### src/rtl/fetch_sequencer.sv
// Instruction fetch sequencer: walks a word-aligned pc through instruction memory and
// buffers fetched {instr, pc} pairs in a 2-entry queue for a ready/valid consumer.
module fetch_sequencer #(
    parameter logic [10:0] RESET_PC     = 11'h000,
    parameter bit          HALT_ON_NULL = 1'b1
) (
    input  logic        clk,
    input  logic        rst_n,
    output logic [10:0] imem_addr,
    input  logic [31:0] imem_instr,
    output logic        out_valid,
    input  logic        out_ready,
    output logic [31:0] out_instr,
    output logic [10:0] out_pc,
    input  logic        redirect_valid,
    input  logic [10:0] redirect_pc,
    output logic        halted,
    output logic [15:0] fetch_count
);

    typedef enum logic [1:0] {
        IDLE  = 2'd0,
        FETCH = 2'd1,
        HALT  = 2'd2
    } state_t;

    localparam logic [10:0] PC_ALIGN_MASK = 11'h7FC;
    localparam logic [10:0] RESET_PC_ALIGNED = RESET_PC & PC_ALIGN_MASK;

    state_t      state;
    state_t      state_next;
    logic [10:0] pc;
    logic [10:0] pc_next;
    logic [1:0]  count;
    logic [1:0]  count_next;

    logic [31:0] head_instr;
    logic [10:0] head_pc;
    logic [31:0] tail_instr;
    logic [10:0] tail_pc;

    logic        flush;
    logic        deq;
    logic        can_accept;
    logic        null_word;
    logic        enq;

    assign imem_addr = pc;
    assign out_valid = (count != 2'd0);
    assign out_instr = head_instr;
    assign out_pc    = head_pc;
    assign halted    = (state == HALT);

    // A redirect outranks everything: it flushes the queue and blocks both handshake and fetch.
    always_comb begin
        flush      = redirect_valid && (state != IDLE);
        deq        = out_valid && out_ready && !flush;
        can_accept = (count != 2'd2) || deq;
        null_word  = HALT_ON_NULL && (imem_instr == 32'd0);
        enq        = (state == FETCH) && !flush && can_accept && !null_word;
    end

    always_comb begin
        state_next = state;
        pc_next    = pc;
        case (state)
            IDLE: begin
                state_next = FETCH;
            end
            FETCH: begin
                if (flush) begin
                    pc_next = redirect_pc & PC_ALIGN_MASK;
                end else if (can_accept && null_word) begin
                    state_next = HALT;
                end else if (enq) begin
                    pc_next = pc + 11'd4;
                end
            end
            HALT: begin
                if (flush) begin
                    state_next = FETCH;
                    pc_next    = redirect_pc & PC_ALIGN_MASK;
                end
            end
            default: begin
                state_next = IDLE;
            end
        endcase
    end

    always_comb begin
        count_next = count;
        if (flush) begin
            count_next = 2'd0;
        end else if (enq && !deq) begin
            count_next = count + 2'd1;
        end else if (deq && !enq) begin
            count_next = count - 2'd1;
        end
    end

    always_ff @(posedge clk or negedge rst_n) begin
        if (!rst_n) begin
            state <= IDLE;
            pc    <= RESET_PC_ALIGNED;
            count <= 2'd0;
        end else begin
            state <= state_next;
            pc    <= pc_next;
            count <= count_next;
        end
    end

    // Shift-style queue: the head slot only changes when a new head appears, so the
    // outputs keep their last values once the queue drains or is flushed.
    always_ff @(posedge clk or negedge rst_n) begin
        if (!rst_n) begin
            head_instr <= 32'd0;
            head_pc    <= 11'd0;
            tail_instr <= 32'd0;
            tail_pc    <= 11'd0;
        end else if (!flush) begin
            if (enq && !deq) begin
                if (count == 2'd0) begin
                    head_instr <= imem_instr;
                    head_pc    <= pc;
                end else begin
                    tail_instr <= imem_instr;
                    tail_pc    <= pc;
                end
            end else if (deq && !enq) begin
                if (count == 2'd2) begin
                    head_instr <= tail_instr;
                    head_pc    <= tail_pc;
                end
            end else if (enq && deq) begin
                if (count == 2'd1) begin
                    head_instr <= imem_instr;
                    head_pc    <= pc;
                end else begin
                    head_instr <= tail_instr;
                    head_pc    <= tail_pc;
                    tail_instr <= imem_instr;
                    tail_pc    <= pc;
                end
            end
        end
    end

    always_ff @(posedge clk or negedge rst_n) begin
        if (!rst_n) begin
            fetch_count <= 16'd0;
        end else if (deq) begin
            fetch_count <= fetch_count + 16'd1;
        end
    end

endmodule

### config.mk
export PLATFORM = sky130hd
export DESIGN_NAME = fetch_sequencer
export DESIGN_NICKNAME = d
export VERILOG_FILES = /design/src/rtl/fetch_sequencer.sv
export SDC_FILE = /design/constraint.sdc
export NUM_CORES = 1
export LEC_CHECK = 0
export CORE_ASPECT_RATIO = 0.75
export CORE_MARGIN = 4
export CORE_UTILIZATION = 40
export CTS_CLUSTER_DIAMETER = 150
export CTS_CLUSTER_SIZE = 25
export DETAILED_ROUTE_END_ITERATION = 12
export GPL_TIMING_DRIVEN = 1
export PLACE_DENSITY = 0.66
export RECOVER_POWER = 100
export SYNTH_ARGS = -nofsm -noshare
export SYNTH_HDL_FRONTEND = slang
export SYNTH_SLANG_ARGS = --single-unit
### constraint.sdc
create_clock -name clk -period 3.2 [get_ports clk]
set_clock_uncertainty 0.15 [all_clocks]
set_input_delay 0.8 -clock clk [delete_from_list [all_inputs] [get_ports clk]]
set_output_delay 0.8 -clock clk [all_outputs]
set_load 0.02 [all_outputs]
After elaboration in Yosys (flattened, before gate mapping). Cells that the tools add are included.

Output and inout port bits: 72. Register bits: 117. Input port bits: 47. Logic and storage cells: 90.

Reductions and logical operators: 28. Equality and inequality tests: 15. Bitwise gates (word level): 1. $add $sub $neg: 4. Mux-type cells: 34.

Operators by type and width (number): 32-bit 2-to-1 mux (11); 11-bit 2-to-1 mux (15); 32-bit logical NOT (1); 11-bit one-hot mux with 2 select lines (1); 16-bit by 1-bit adder with 16-bit output (second input constant) (1); 2-bit 2-to-1 mux (6); 11-bit by 3-bit adder with 11-bit output (second input constant) (1); 1-bit logical AND (10); 2-bit != test (second input constant) (5); 4-bit AND reduction (2); 2-bit nonzero test (4); 2-bit by 1-bit != test with 1-bit output (second input constant) (3); 3-bit != test (second input constant) (2); 2-bit one-hot mux with 3 select lines (1); 3-bit nonzero test (2); 5-bit AND reduction (1); 2-bit by 1-bit equality test with 1-bit output (second input constant) (2); 2-bit equality test (second input constant) (2); 1-bit logical NOT (4); 2-bit logical NOT (2); 3-bit by 2-bit != test with 1-bit output (second input constant) (1); 3-bit AND reduction (1); 2-bit by 1-bit adder with 2-bit output (second input constant) (1); 2-bit by 1-bit subtractor with 2-bit output (second input constant) (1); other kinds (2) (2).

Logic depth before layout (Yosys ltp).
Depth in word-level cells: 12. Mapped depth: 10. Depth with buffers taken out: 8.

Worst setup path before layout. OpenSTA, ideal clock, no wires.

Kind: in2reg. Start point: in out_ready. End point: reg tail_instr[0]. Buffers on the path: 2. Data required time: 2.925 ns. Stages: 7. Data arrival time: 2.283 ns. Setup time: 0.125 ns. Slack: 0.642 ns. Cells stage by stage: nand2b_1 buf_4 a211oi_4 o211ai_4 a211o_4 buf_6 mux2_4.

Longest elaborated chain between the ends: 9. Elaborated cells on any way between the ends: 16. Those cells by class: 3 x eq/ne; 1 x mux; 12 x reduce/logical.

RTL lines: from (decl) (RTL line 12) `input logic out_ready,`; 1-bit logical AND * (2 in a row) (RTL line 57) `deq = out_valid && out_ready && !flush;`; 1-bit logical OR (RTL line 58) `can_accept = (count != 2'd2) || deq;`; 1-bit logical AND (2 in a row) (RTL line 60) `enq = (state == FETCH) && !flush && can_accept && !null_word;`; 1-bit logical NOT (RTL line 131) `end else if (deq && !enq) begin`; 1-bit logical AND (RTL line 131); 2-bit != test (no line); 5-bit AND reduction (no line); to (signal assigned) (RTL line 128) `tail_instr <= imem_instr;`; to (signal assigned) (RTL line 143) `tail_instr <= imem_instr;`; to (decl) (RTL line 39) `logic [31:0] tail_instr;`.

Every way passes the cells marked *; elsewhere a longest branch is shown, timed or not. A chain may end at the register's enable or synchronous reset.

Worst setup path in the final report.
Start point: in imem_instr[30]. End point: reg tail_pc[9].

Longest elaborated chain between the ends: 7. Elaborated cells on any way between the ends: 13. Those cells by class: 3 x eq/ne; 1 x mux; 9 x reduce/logical.

RTL lines: from (decl) (RTL line 10) `input logic [31:0] imem_instr,`; 32-bit logical NOT * (RTL line 59) `null_word = HALT_ON_NULL && (imem_instr == 32'd0);`; 1-bit logical NOT * (RTL line 60); 1-bit logical AND * (RTL line 60); 1-bit logical NOT (RTL line 131); 1-bit logical AND (RTL line 131); 2-bit != test (no line); 5-bit AND reduction (no line); to (signal assigned) (RTL line 129) `tail_pc <= pc;`; to (signal assigned) (RTL line 144) `tail_pc <= pc;`; to (decl) (RTL line 40) `logic [10:0] tail_pc;`.

Marked as above.

==> flow_summary.ini <==
[run_status]
status = finished, violations left
failed_checks = max-capacitance violations, max-slew violations

[logic_synthesis]
synthTopCellsByArea = dfrtp_1 (52%), mux2_4 (11%), mux2i_1 (8.0%)
synth-seq-cells = 111
synth_top_area_share_pct = 51.8
syn_area_per_cell_um2 = 11.5
synth_edf_count = 0
yosysWarnings = 0
synthArstFlopShare_pct = 100
synth_area_um2 = 5370
ys_seq_area_share_pct = 51.8
synth_ff_type = dfrtp_1
synth.distinct_cells = 45
synth_cells = 466
synth_area_leader_cell = dfrtp_1

[floorplan]
num_rows = 36
pin_count = 119
die-area_um2 = 15300
dieWidth_um = 142
initial_core_util_pct = 41.1
core_um2 = 13100
die_y_um = 108

[global_routing]
grt_max_degree = 55
grtUsageTotal_pct = 17.3
grt_pass1_wl_um = 21300
grt_pass1_vias = 4160
antenna_found_initial = 0
grt-ovfl-total = 0

[routing]
drtIter0Drc = 168
dr.pass1.iters = 5
vias = 3992
drt_wl_total_um = 12700
routedWlPerCell_um = 16.4
final_antenna_net_count = 0
drc = 0
vias_per_cell = 5.16

[layout]
seqCellArea_um2 = 2780
final_layout_size_suffix_gt1_share_pct = 9.80
fin_util_pct = 53.7
area_growth_pct = 30.8
fillers = 1171
final_cell_mix = dfrtp_1 (111), dlygate4sd3_1 (70), a21oi_1 (60)
n_antenna_cell = 0
nets = 649
multi_input_area_um2 = 2280
final_common_cell = dfrtp_1

[timing]
final-hold-violation-count = 0
period_needed_ns = 3.02
clock.fmax_mhz = 331
setup_viol = 0
tightest_slew_ns = 2.13
slew_headroom_pct = -41.8
tns_ns = 0
slew_violations = 37
min_period_over_period_pct = 94.4
rsz0062_at_grt = no

[worst_setup_path]
crit_fanout = 12
cp-start-kind = input pin
end_kind = register
worstSetupPathType = input pin to register
crit_arrival_ns = 3.09
crit_required_ns = 3.27

[cts]
clock_sinks = 111
clock_latency_ns = 0.35
cts_buffers = 9
cts_buffer_depth = 2
cts_tree = yes
hold_buffers = 0
post_cts_resized = 0
cts-root-buf = clkbuf_16
path_clk_slew_ns = 0.07
htreeDepth = 3
cts_setup_buffers = 0

[place]
dpl.hpwl_um = 9210
port_buffers = 112
routabilityCongestion = 0.812

[power_and_ir_drop]
worst_ir_drop_vdd_uv = 463
powerDensity_nw_per_um2 = 952
power.static_leakage_nw = 2.98

[run]
maxCapViolations = 1

[worst_hold_path]
hp-class = register to register
[state kept, by name, indices dropped and copies added, names as in the netlist]
name         count
tail_pc          9
out_pc           9
fetch_count     16
tail_instr      32
out_instr       32
imem_addr        9
state            2
count            2
[worst paths after layout]
check                           startpoint              end  slack, ns  cells after the start
min                        fetch_count[15]  fetch_count[15]       0.33                      1
min in group asynchronous            rst_n   fetch_count[0]       0.92                      1
min reg2reg                fetch_count[15]  fetch_count[15]       0.33                      1
max reg2reg                       count[1]     out_instr[9]       0.43                     10
max                         imem_instr[30]       tail_pc[9]       0.18                      9
max in group asynchronous            rst_n        out_pc[5]       0.59                      2
[cells by family after synthesis]
family / share of synthesized area (%)
other cells: 0.0699
mux: 19.4
buf+inv: 3.85
compound gates: 11.3
xor+xnor: 2.78
flops: 51.8
fa+ha+maj: 1.17
simple gates: 9.63
[through the flow]
stage | std cells | setup WS, ns | hold slack, ns | total power [mW] | instance area [um^2]
after global placement | 757 | -0.125 | 0.308 | 5.90 | 6880
after detailed placement | 757 | -0.139 | 0.335 | 6.00 | 6880
after global routing | 773 | 0.0512 | 0.350 | 7.13 | 7020
after floorplan | 469 | 0.642 | 0.329 | 4.66 | 5380
after CTS | 773 | 0.203 | 0.285 | 7.21 | 7200
final | 773 | 0.178 | 0.332 | 6.68 | 7020
[synth_stat cells (all sizes together), types with 2 or more instances]
cell type,number
mux2i,43
dfrtp,111
nor2,59
mux2,41
a311o,3
nand3,13
nand2b,2
a211oi,2
a211o,2
buf,22
o21ai,14
a31oi,2
and3,4
xnor2,14
a21oi,60
o221ai,2
ha,5
nand2,19
xor2,3
nand4,8
clkbuf,6
nor4,8
inv,7
[layer usage]
metal | wire length, um | track usage (%)
met1 | 6040 | 24.5
met2 | 5610 | 26.2
met3 | 877 | 5.13
met4 | 155 | 4.45
met5 | 0 | 0
[final cells by class]
| class | instances | share of cell area, % |
|---|---|---|
| well taps | 171 | 3.05 |
| multi-input cells | 323 | 32.5 |
| repair buffers | 145 | 20.0 |
| clock inverters | 5 | 0.891 |
| inverters | 7 | 0.374 |
| flip-flops and latches | 111 | 39.6 |
| clock buffers | 11 | 3.60 |
[power by group]
part           total, mW  switching, mW  internal [mW]
Sequential          2.43          0.422           2.01
Clock               1.17          0.515          0.656
Combinational       3.08           1.60           1.48
[worst max-delay path: stages]
cell	delay, ns
clkdlybuf4s50_1	0.47
nor4_1	0.38
buf_4	0.17
nand4_1	0.13
buf_4	0.19
o211ai_4	0.17
a211o_4	0.15
clkbuf_4	0.28
mux2_1	0.35
No activity file was read; power rests on OpenSTA's default activity.
